[src/rtl/pipe_pkg.sv]
// Shared pipeline types: default widths and the EX-stage control bundle.
// Pure declarations; no latency or flow control of its own.
// Used by idex_reg and exmem_reg so that bubble encoding stays in one place.
package pipe_pkg;

    localparam int DEF_DATA_W  = 32;
    localparam int DEF_REG_W   = 5;
    localparam int DEF_ALUOP_W = 3;

    typedef struct packed {
        logic                   reg_write;
        logic                   mem_read;
        logic                   mem_write;
        logic                   mem_to_reg;
        logic                   alu_src;
        logic [DEF_ALUOP_W-1:0] alu_op;
    } idex_ctrl_t;

    // A bubble must never write the register file or touch memory.
    localparam idex_ctrl_t BUBBLE_CTRL = '0;

endpackage

[src/rtl/hazard_detect.sv]
// Load-use hazard detector for the ID stage against the load sitting in EX.
// Latency: purely combinational, same cycle.
// Backpressure: stall holds IF/ID and PC; a concurrent flush suppresses it.
module hazard_detect
    import pipe_pkg::*;
#(
    parameter int REG_W = DEF_REG_W
) (
    input  logic             idex_valid,
    input  logic             idex_mem_read,
    input  logic [REG_W-1:0] idex_wr_reg,
    input  logic             id_valid,
    input  logic [REG_W-1:0] id_rs,
    input  logic [REG_W-1:0] id_rt,
    input  logic             id_uses_rt,
    input  logic             flush,
    output logic             hazard,
    output logic             stall
);

    logic rs_match;
    logic rt_match;

    assign rs_match = (idex_wr_reg == id_rs);
    // rt only matters when the instruction actually reads it as a source.
    assign rt_match = id_uses_rt & (idex_wr_reg == id_rt);

    assign hazard = idex_valid & idex_mem_read & (idex_wr_reg != '0) &
                    id_valid & (rs_match | rt_match);

    // A killed instruction must not be held, so flush wins over stall.
    assign stall = hazard & ~flush;

endmodule

[src/rtl/idex_reg.sv]
// ID/EX pipeline register with WB->ID bypass, RegDst selection and load-use bubbling.
// Latency: one cycle from id_* to IDEX_*; stall is combinational.
// Backpressure: on hazard or flush a bubble is latched; stall tells IF/ID to hold.
module idex_reg
    import pipe_pkg::*;
#(
    parameter int DATA_W  = DEF_DATA_W,
    parameter int REG_W   = DEF_REG_W,
    parameter int ALUOP_W = DEF_ALUOP_W
) (
    input  logic               clk,
    input  logic               reset,
    input  logic               id_valid,
    input  logic [REG_W-1:0]   id_rs,
    input  logic [REG_W-1:0]   id_rt,
    input  logic [REG_W-1:0]   id_rd,
    input  logic               id_uses_rt,
    input  logic [DATA_W-1:0]  id_rData1,
    input  logic [DATA_W-1:0]  id_rData2,
    input  logic [DATA_W-1:0]  id_imm,
    input  logic               id_RegWrite,
    input  logic               id_MemRead,
    input  logic               id_MemWrite,
    input  logic               id_MemToReg,
    input  logic               id_ALUSrc,
    input  logic               id_RegDst,
    input  logic [ALUOP_W-1:0] id_ALUOp,
    input  logic               flush,
    input  logic               MEMWB_RegWrite,
    input  logic [REG_W-1:0]   MEMWB_rd,
    input  logic [DATA_W-1:0]  wData,
    output logic               stall,
    output logic               IDEX_valid,
    output logic [REG_W-1:0]   IDEX_rs,
    output logic [REG_W-1:0]   IDEX_rt,
    output logic [REG_W-1:0]   IDEX_wr_reg,
    output logic [DATA_W-1:0]  IDEX_rData1,
    output logic [DATA_W-1:0]  IDEX_rData2,
    output logic [DATA_W-1:0]  IDEX_imm,
    output logic               IDEX_RegWrite,
    output logic               IDEX_MemRead,
    output logic               IDEX_MemWrite,
    output logic               IDEX_MemToReg,
    output logic               IDEX_ALUSrc,
    output logic [ALUOP_W-1:0] IDEX_ALUOp
);

    logic              hazard;
    logic              bubble;
    logic              byp1;
    logic              byp2;
    logic [DATA_W-1:0] op1;
    logic [DATA_W-1:0] op2;
    idex_ctrl_t        id_ctrl;

    logic              valid_q;
    logic [REG_W-1:0]  rs_q;
    logic [REG_W-1:0]  rt_q;
    logic [REG_W-1:0]  wr_reg_q;
    logic [DATA_W-1:0] rdata1_q;
    logic [DATA_W-1:0] rdata2_q;
    logic [DATA_W-1:0] imm_q;
    idex_ctrl_t        ctrl_q;

    hazard_detect #(
        .REG_W(REG_W)
    ) u_hazard (
        .idex_valid    (valid_q),
        .idex_mem_read (ctrl_q.mem_read),
        .idex_wr_reg   (wr_reg_q),
        .id_valid      (id_valid),
        .id_rs         (id_rs),
        .id_rt         (id_rt),
        .id_uses_rt    (id_uses_rt),
        .flush         (flush),
        .hazard        (hazard),
        .stall         (stall)
    );

    assign bubble = flush | hazard;

    // The register file is written at the end of this cycle, so the read ports still show stale data.
    assign byp1 = MEMWB_RegWrite & (MEMWB_rd != '0) & (MEMWB_rd == id_rs);
    assign byp2 = MEMWB_RegWrite & (MEMWB_rd != '0) & (MEMWB_rd == id_rt);
    assign op1  = byp1 ? wData : id_rData1;
    assign op2  = byp2 ? wData : id_rData2;

    assign id_ctrl = '{
        reg_write:  id_RegWrite,
        mem_read:   id_MemRead,
        mem_write:  id_MemWrite,
        mem_to_reg: id_MemToReg,
        alu_src:    id_ALUSrc,
        alu_op:     id_ALUOp
    };

    always_ff @(posedge clk) begin
        if (reset) begin
            valid_q  <= 1'b0;
            rs_q     <= '0;
            rt_q     <= '0;
            wr_reg_q <= '0;
            rdata1_q <= '0;
            rdata2_q <= '0;
            imm_q    <= '0;
            ctrl_q   <= BUBBLE_CTRL;
        end else begin
            // Datapath fields load unconditionally; valid and control alone define a bubble.
            valid_q  <= id_valid & ~bubble;
            rs_q     <= id_rs;
            rt_q     <= id_rt;
            wr_reg_q <= id_RegDst ? id_rd : id_rt;
            rdata1_q <= op1;
            rdata2_q <= op2;
            imm_q    <= id_imm;
            ctrl_q   <= (bubble | ~id_valid) ? BUBBLE_CTRL : id_ctrl;
        end
    end

    assign IDEX_valid    = valid_q;
    assign IDEX_rs       = rs_q;
    assign IDEX_rt       = rt_q;
    assign IDEX_wr_reg   = wr_reg_q;
    assign IDEX_rData1   = rdata1_q;
    assign IDEX_rData2   = rdata2_q;
    assign IDEX_imm      = imm_q;
    assign IDEX_RegWrite = ctrl_q.reg_write;
    assign IDEX_MemRead  = ctrl_q.mem_read;
    assign IDEX_MemWrite = ctrl_q.mem_write;
    assign IDEX_MemToReg = ctrl_q.mem_to_reg;
    assign IDEX_ALUSrc   = ctrl_q.alu_src;
    assign IDEX_ALUOp    = ctrl_q.alu_op;

endmodule

[config.mk]
export PLATFORM = sky130hd
export DESIGN_NAME = idex_reg
export DESIGN_NICKNAME = d
export VERILOG_FILES = /design/src/rtl/pipe_pkg.sv /design/src/rtl/hazard_detect.sv /design/src/rtl/idex_reg.sv
export SDC_FILE = /design/constraint.sdc
export NUM_CORES = 1
export LEC_CHECK = 0
export BUFFER_PORTS_ARGS = -buffer_cell sky130_fd_sc_hd__buf_2
export CORE_ASPECT_RATIO = 0.6
export CORE_MARGIN = 2
export CORE_UTILIZATION = 45
export DETAILED_ROUTE_END_ITERATION = 7
export PLACE_DENSITY = 0.84
export SLEW_MARGIN = 30
export SYNTH_ARGS = -nofsm -noshare
export SYNTH_HDL_FRONTEND = slang
export SYNTH_SLANG_ARGS = --single-unit
[constraint.sdc]
create_clock -name clk -period 3.9 [get_ports clk]
set_input_delay 0.78 -clock clk [delete_from_list [all_inputs] [get_ports clk]]
set_output_delay 0.78 -clock clk [all_outputs]
set_load 0.05 [all_outputs]
==> metrics, run 1 <==
status finished clean; WHS Path Cells 2; Final Skew ~0.0086 ns; TNS Setup 0 ns; root buffer cell clkbuf_16; largest family of logic cells by synthesized area simple AND/OR/NAND/NOR gates; synthesized flop and latch total between 100 and 150; Yosys warnings 0; total of max-cap violations 0; layout cells sized above 1 between 40% and 50%; placed wire-length estimate 9510 µm; Leakage 3.39 nW; Power per Cell Area between 500 and 600 mW/mm²; # setup viols final 0; Worst path slowest cell a21oi_1; number of H-tree levels 4; antenna diode count 0; drt pass-1 iters 4; Syn Nets 578; Max VDD drop approximately 0.38 mV; Synth Area in Adders 0%; Syn Inst Count a little over 400; Max Clk Rate approximately 0.36 GHz; Detail Route Antenna Nets 0; synth cell count leaders dfxtp_1 (120), nand2b_1 (96), mux2i_1 (69), nor2b_1 (42), xnor2_1 (20); last weighted congestion value of the routability-driven placer around 0.87; GR Overflow Total 0; row count 28; chip width between 100 and 150 µm; CP top delay family compound AO/OA/AOI/OAI gates; Post-synth ARST share 0%; worst skew pair latency about 0.40 ns; CTS max path bufs 2; setup ws final ~1.1 ns; Compound-Gate Fraction of Synth Area ~1.9%; CTS tree done; Final Critical Period ~2.8 ns; postcts setup bufs 0; RSZ-0062 raised after global routing false; synthesized area 0.00452 mm²; Total Die Area roughly 0.011 mm²; vias in the first global route roughly 3,900; Synth area leader dfxtp_1; CP Depth 4; largest net degree at the start of global routing 88; Final Net Count roughly 860; clock-pin slew on the worst setup and hold paths roughly 0.06 ns; Hold WC Path Type input port to register; Resized cells post-CTS 0; crit path kind register to primary output; PortBufs roughly 280; peak per-stage delay on the critical path between 0.5 and 0.6 ns; Total GRT Usage roughly 23%; Num CTS Buffers 17; Seq/Total Area, Yosys between 50% and 60%; crit path DAT 2.01 ns; wire length per cell ~15 µm; CP Buf/Inv Count 1; Yosys cell types 25; final hold vios 0; # fillers approximately 750; drt via density about 4.5; CTS Sinks 120; CP Cell Sequence nor3_1 > a21oi_1 > and3b_1 > buf_2; Core Box Area between 0.009 and 0.01 mm²; Placement Setup Slack 1.14 ns; Worst Setup End Kind primary output; measured slew at the worst slew-check pin 0.937 ns; initial DRC count between 100 and 150; Final Slew Violations 0; Most used DFF post-synth dfxtp_1; Worst R2R Path Depth 3; P&R area growth vs syn 45.6%; syn avg cell area ~11 µm²; Final Cycle Share between 70% and 80%; Max FO, Critical Path 10; cts hold-fix bufs 0; xor/xnor share of the synthesized area ~3.9%; Post-Synth Simple-Gate Area 21.8%; DRC viols 0; leading post-synthesis cells by cell area dfxtp_1 (53%), mux2i_1 (15%), nand2b_1 (13%); die height around 82 µm; Worst setup SP type register; mux cell area share after synthesis between 10% and 20%; first-pass GRT wire length roughly 19,000 µm; antenna violations before repair 0; count leader, synth dfxtp_1; Ports about 280; starting density of the core a little under half; vias 3,827; number of synthesized flops with an enable pin 0; share of the synthesized area in the top cell type between 50% and 60%; WL final 12,500 µm; Required @ worst endpoint around 3.1 ns; relative slew slack a little under two fifths
-- stage by stage --
step | instance area (µm²) | util (%) | power (mW) | hold slack [ns] | instances
global route | 6590 | 67.1 | 3.53 | 0.568 | 843
detailed placement | 5990 | 61.1 | 1.90 | 0.723 | 811
global placement | 5990 | 61.1 | 1.90 | 0.708 | 811
finish | 6590 | 67.1 | 3.41 | 0.582 | 843
floorplan | 4520 | - | 1.72 | 0.870 | 415
CTS | 6590 | 67.1 | 3.45 | 0.567 | 843
-- routing by layer --
metal	vias to the layer above	global-route usage, %	wire, µm
li1	1900	-	-
met5	-	0	0
met4	0	9.15	135
met1	1764	25.5	5210
met2	150	39.8	6270
met3	13	8.33	893
-- cells in the final DEF (no fill, tap or decap), drive strengths merged --
| cell type | n |
|---|---|
| a211oi | 8 |
| a21oi | 2 |
| and3b | 1 |
| buf | 286 |
| bufinv | 2 |
| clkbuf | 21 |
| clkinv | 5 |
| clkinvlp | 4 |
| dfxtp | 120 |
| inv | 8 |
| mux2i | 69 |
| nand2 | 4 |
| nand2b | 96 |
| nand3 | 4 |
| nand4 | 1 |
| nor2 | 6 |
| nor2b | 42 |
| nor3 | 3 |
| o21ai | 1 |
| o22ai | 1 |
| or3 | 2 |
| or3b | 1 |
| or4 | 1 |
| xnor2 | 20 |
-- layout make-up --
type                    count  area (µm²)  area share [%]
flip-flops and latches    120        2400            36.5
multi-input cells         262        1950            29.6
repair buffers            286        1440            21.9
clock buffers              21         470            7.14
well taps                 135         169            2.57
clock inverters            11         123            1.86
inverters                   8        30.0           0.456
-- report_power, final --
group	switching [mW]	total [mW]	internal, mW
registers	0.0229	1.32	1.30
clock network	0.545	1.53	0.989
logic	0.379	0.559	0.180
-- kinds of logic (layout without fill, tap and decap cells) --
group / Yosys count / after routing
flops: 120 / 120
simple gates: 161 / 161
buf+inv: 33 / 326
compound gates: 12 / 12
mux: 69 / 69
xor+xnor: 20 / 20
-- path summary, 6_finish.rpt --
kind | from | end | slack (ns)
worst max-delay path | IDEX_wr_reg[2] | stall | 1.11
worst min-delay path | id_imm[28] | IDEX_imm[28] | 0.58
worst max register to register | IDEX_wr_reg[2] | IDEX_RegWrite | 2.43
worst min register to register | IDEX_MemRead | IDEX_valid | 0.74
Power figures use the tool's default switching activity.
==> run 2, diff against run 1 <==
- ABC_AREA: not set -> 1
- CORE_UTILIZATION: 45 -> 43
- PLACE_DENSITY: 0.84 -> 0.8
- clock period: 3.9 -> 2.9 ns (I/O delays scaled with it)
==> metrics, run 2 <==
Post-synth ARST share 0% (unchanged); wire length per cell 14.1 µm (-4.7%); Total Die Area 0.0119 mm² (+9.6%); Resized cells post-CTS 0 (unchanged); Flop pwr share 37.1% (-1.6 points); synthesized flop and latch total 120 (unchanged); Max Clk Rate 0.432 GHz; antenna violations before repair 0 (unchanged); most frequent cells in the layout buf_2 (283), nor2_1 (189), dfxtp_1 (120), nand2_1 (118), inv_1 (90); Syn Nets 823 (+42%); vias in the first global route 4,744 (+23%); design area 0.00682 mm² (+3.5%); Worst Setup End Kind primary output; CTS tree done; drt via density 4.55 (+0.26%); CTS max path bufs 2 (unchanged); most common cell after layout, fill and taps aside buf_2; Total GRT Usage 25.2% (+2.5 points); first-pass GRT wire length 23,300 µm (+24%); overall power 4.77 mW (+40%); Ports 284 (unchanged); CTS Sinks 120 (unchanged); DRC viols 0 (unchanged); Max FO, Critical Path 5 (-5); final hold slack 0.383 ns (-0.200 ns); clock-pin slew on the worst setup and hold paths 0.06 ns (about the same); P&R area growth vs syn 43.4%; placed wire-length estimate 11,600 µm (+22%); count leader, synth nor2_1; last weighted congestion value of the routability-driven placer 0.943 (+7.8%); CP Buf/Inv Count 2 (+1); Most used DFF post-synth dfxtp_1; worst skew pair latency 0.40 ns (about the same); PortBufs 283 (unchanged); Required @ worst endpoint 2.32 ns (-0.80 ns); status finished clean; Core Box Area 0.0107 mm² (+8.7%); crit path DAT 1.74 ns (-0.27 ns); Comb power frac 17.5% (+1.1 points); largest net degree at the start of global routing 44 (-50%); row count 29 (+3.6%); share of the synthesized area in the top cell type 50.5% (-2.6 points); root buffer cell clkbuf_16; Max VDD drop 0.525 mV (+40%); CP Depth 9 (+5); synthesized area 0.00475 mm² (+5.1%); Worst setup SP type register; die height 85.4 µm (+4.6%); drt pass-1 iters 7 (+3); measured slew at the worst slew-check pin 0.759 ns (-0.178 ns); Hold WC Path Type input port to register; DP Cell Count 1,056 (+30%); leading post-synthesis cells by cell area dfxtp_1 (51%), nor2_1 (15%), nand2_1 (9.3%); number of synthesized flops with an enable pin 0 (unchanged); synth cell count leaders nor2_1 (190), dfxtp_1 (120), nand2_1 (118), inv_1 (90), nand3_1 (37); # fillers 974 (+30%); final hold vios 0 (unchanged); Worst R2R Path Depth 9 (+6); Final Skew 0.00594 ns (-0.00262 ns); NetSw 1.41 mW (+49%); Pint 3.36 mW (+36%); cts hold-fix bufs 0 (unchanged); peak per-stage delay on the critical path 0.43 ns (-0.15 ns); Synth area leader dfxtp_1; number of H-tree levels 4 (unchanged); Final Cycle Share 79.8%; syn avg cell area 7.20 µm² (-34%); Num CTS Buffers 17 (unchanged); Leakage 3.92 nW (+16%); TNS Setup 0 ns (unchanged); Detail Route Antenna Nets 0 (unchanged); Power per Cell Area 700 mW/mm² (+35%); antenna diode count 0 (unchanged); layout cells sized above 1 36.2% (-9.4 points); starting density of the core 44.6% (-1.5 points); total of max-cap violations 0 (unchanged); Clk pwr share 45.4% (+0.5 points); crit path kind register to primary output; Yosys cell types 23 (-8.0%); CP top delay family simple AND/OR/NAND/NOR gates; initial DRC count 264 (+110%); CP most frequent cell nand2_1; WL final 15,400 µm (+23%); relative slew slack 49.3% (+12 points); # setup viols final 0 (unchanged); placed cell areas 0.00620 mm² (+3.5%); Yosys warnings 0 (unchanged); Syn Inst Count 660 (+59%); GR Overflow Total 0 (unchanged); Final Slew Violations 0 (unchanged); Net Sw Frac 29.6% (+1.9 points); Final Critical Period ~2.3 ns; Final Net Count 1,099 (+28%); Worst path slowest cell dfxtp_1; Seq/Total Area, Yosys 50.5% (-2.6 points); Post-Layout Cell Count 1,088 (+29%); RSZ-0062 raised after global routing false; postcts setup bufs 0 (unchanged); CP Cell Sequence inv_1 > nand2_1 > nand2_1 > nor2_1 > nand3_1 > nand2_1 > nand2_1 > nor2_1 > buf_2; WHS Path Cells 3 (+1); vias 4,952 (+29%); chip width 140 µm (+4.7%)
## run 2: final cells by class
cell class                 count  area (µm²)  share of cell area, %
multi-input combinational    406        1750                   25.7
timing repair buffer         291        1500                   22.0
clock buffer                  19         443                   6.50
sequential                   120        2400                   35.2
inverter                     100         375                   5.51
clock inverter                13         170                   2.50
tap                          139         174                   2.55
## run 2: final timing paths
kind | end | slack, ns | from
setup / recovery | stall | 0.58 | IDEX_wr_reg[0]
hold / removal | IDEX_imm[28] | 0.38 | id_imm[28]
setup reg to reg | IDEX_valid | 1.45 | IDEX_wr_reg[0]
hold reg to reg | IDEX_valid | 0.84 | IDEX_MemRead
## run 2: through the flow
step | setup slack (ns) | util [%]
3_3_place_gp | 0.735 | 58.2
4_1_cts | 0.593 | 63.9
3_5_place_dp | 0.728 | 58.2
2_1_floorplan | 0.509 | -
6_report | 0.585 | 63.9
5_1_grt | 0.377 | 63.9
## run 2: metal layers
metal	global-route usage (%)	part of all wire, %	vias up
li1	-	-	2539
met1	29.1	41	2181
met2	44.2	49	215
met3	9.71	8.9	17
met4	6.64	1.2	0
met5	0	0	-
## run 2: power by group through the flow
stage / sequential, mW / combinational (mW) / clock (mW)
floorplan: 2.13 / 0.240 / 0
detailed placement: 1.80 / 0.835 / 0
finish: 1.77 / 0.836 / 2.17
global route: 1.78 / 0.896 / 2.28
global placement: 1.80 / 0.832 / 0
CTS: 1.77 / 0.839 / 2.20
## run 2: worst reg2reg max path, stage by stage, from the launching register on
cell,delay [ns]
dfxtp_1,0.43
inv_1,0.09
nand2_1,0.07
nand2_1,0.07
nor2_1,0.11
nand3_1,0.07
nand2_1,0.10
nand2_1,0.08
nand2_1,0.23
inv_1,0.09
## run 2: cells by family (layout without fill, tap and decap cells)
group           Yosys count  count (layout)  share of synthesized area, %
flops                   120             120                          50.5
compound gates           10              10                          1.05
simple gates            393             393                          35.1
buf+inv                 134             423                          12.7
xor+xnor                  3               3                         0.553
==> run 3, diff against run 2 <==
- CORE_UTILIZATION: 43 -> 39
- PLACE_DENSITY: 0.8 -> 0.76
- clock period: 2.9 -> 2 ns (I/O delays scaled with it)
==> metrics, run 3 (same netlist as run 2, synthesis figures left out) <==
final hold vios 0 (unchanged); first-pass GRT wire length 22,400 µm (-3.9%); Detail Route Antenna Nets 0 (unchanged); Worst setup SP type register; placed wire-length estimate 11,800 µm (+1.5%); Flop pwr share 38.1% (+1.0 points); PortBufs 283 (unchanged); peak per-stage delay on the critical path 0.36 ns (-0.07 ns); Ports 284 (unchanged); crit path kind register to primary output; overall power 6.75 mW (+41%); Power per Cell Area 972 mW/mm² (+39%); CP Cell Sequence inv_1 > nand2_1 > nand2_1 > nor2_1 > nand3_1 > nand2_2 > nand2_2 > nor2_4 > buf_6; Total GRT Usage 22.2% (-3.0 points); Required @ worst endpoint 1.60 ns (-0.72 ns); layout cells sized above 1 38.2% (+2.0 points); Hold WC Path Type input port to register; clock-pin slew on the worst setup and hold paths 0.06 ns (about the same); design area 0.00694 mm² (+1.8%); largest net degree at the start of global routing 34 (-23%); WL final 15,100 µm (-1.6%); Total Die Area 0.0131 mm² (+9.9%); CTS tree done; drt via density 4.44 (-2.5%); cts hold-fix bufs 0 (unchanged); RSZ-0062 raised after global routing true; die height 89.5 µm (+4.8%); starting density of the core 39.7% (-4.9 points); Reg2Reg Setup Slack 0.64 ns (-0.81 ns); Net Sw Frac 30.2% (+0.51 points); vias in the first global route 4,423 (-6.8%); Num CTS Buffers 17 (unchanged); Final Critical Period roughly 2 ns; root buffer cell clkbuf_16; CTS max path bufs 2 (unchanged); Pint 4.71 mW (+40%); Core Box Area 0.0120 mm² (+12%); final hold slack 0.198 ns (-0.185 ns); crit path DAT 1.59 ns (-0.15 ns); Final Slew Violations 0 (unchanged); worst skew pair latency 0.40 ns (about the same); initial DRC count 207 (-22%); vias 4,982 (+0.61%); CTS Sinks 120 (unchanged); Leakage 3.96 nW (+0.95%); total of max-cap violations 0 (unchanged); Final Skew 0.0120 ns (+0.00607 ns); P&R area growth vs syn 46.0%; most common cell after layout, fill and taps aside buf_2; Final Cycle Share between 90 and 100%; DP Cell Count 1,090 (+3.2%); wire length per cell 13.5 µm (-4.7%); drt pass-1 iters 4 (-3); status finished clean; most frequent cells in the layout buf_2 (282), nor2_1 (188), dfxtp_1 (115), nand2_1 (114), inv_1 (88); Post-Layout Cell Count 1,123 (+3.2%); NetSw 2.03 mW (+44%); antenna diode count 0 (unchanged); Max Clk Rate 0.502 GHz; placed cell areas 0.00631 mm² (+1.7%); number of H-tree levels 4 (unchanged); Comb power frac 18.3% (+0.8 points); measured slew at the worst slew-check pin 0.366 ns (-0.394 ns); Max VDD drop 0.639 mV (+22%); antenna violations before repair 0 (unchanged); Max FO, Critical Path 3 (-2); relative slew slack 75.5% (+26 points); Final Net Count 1,109 (+0.91%); Worst Setup End Kind primary output; last weighted congestion value of the routability-driven placer 0.936 (-0.70%); # fillers 1,166 (+20%); Worst path slowest cell dfxtp_4; # setup viols final 0 (unchanged); chip width 147 µm (+4.9%); Clk pwr share 43.6% (-1.8 points); DRC viols 0 (unchanged); row count 31 (+6.9%); GR Overflow Total 0 (unchanged)
==> run 3: cell types whose count changed in the layout (fill, tap and decap cells not counted), moves of 2 or more <==
cell     delta
buf_4       +8
dfxtp_4     +2
buf_6       +2
dfxtp_1     -5
inv_1       -2
nand2_2     +4
inv_2       +2
nand2_1     -4
dfxtp_2     +3
==> run 3: final cells by class <==
type	instances	area (µm²)	area share (%)
Sequential cell	120	2410	34.8
Multi-Input combinational cell	406	1770	25.5
Timing Repair Buffer	301	1600	23.0
Clock buffer	17	425	6.13
Inverter	100	375	5.41
Tap cell	165	206	2.98
Clock inverter	14	150	2.16
==> run 3: repair_timing <==
action | 4_1_cts | 5_1_grt
buffers inserted | 0 | 2
resized for setup | 6 | 11
pin swaps | 0 | 8
hold endpoints to repair | 0 | 0
endpoints found under the setup margin | 1 | 1
==> run 3: worst paths after layout <==
kind,start,to,depth (start not counted)
max,IDEX_wr_reg[1],stall,9
min,id_imm[1],IDEX_imm[1],3
max reg2reg,IDEX_wr_reg[1],IDEX_RegWrite,9
min reg2reg,IDEX_MemRead,IDEX_valid,5
==> run 3: through the flow <==
step           setup WS (ns)  TNS, ns  util, %
4_1_cts              0.00864        0     57.6
2_1_floorplan        0.00953        0        -
5_1_grt              -0.0602  -0.0602     57.9
3_5_place_dp           0.195        0     52.7
3_3_place_gp           0.202        0     52.7
6_report             0.00982        0     57.9
==> run 3: power by group through the flow <==
stage | registers (mW) | logic [mW] | clock network, mW
floorplan | 3.09 | 0.348 | 0
global placement | 2.62 | 1.23 | 0
detailed placement | 2.62 | 1.23 | 0
CTS | 2.57 | 1.23 | 3.00
global route | 2.58 | 1.33 | 3.12
finish | 2.57 | 1.23 | 2.94
==> run 3: worst max-delay path, delay by kind of cell (launching register included) <==
family	cells	cell delay, ns
simple gates	7	0.60
flops	1	0.36
buf+inv	2	0.22
==> run 3: layer usage <==
layer	share of wire (%)	global-route usage [%]	up-vias
li1	-	-	2563
met1	42	27.4	2181
met2	47	36.9	223
met3	9.7	7.76	15
met4	1.3	7.59	0
met5	0	0	-
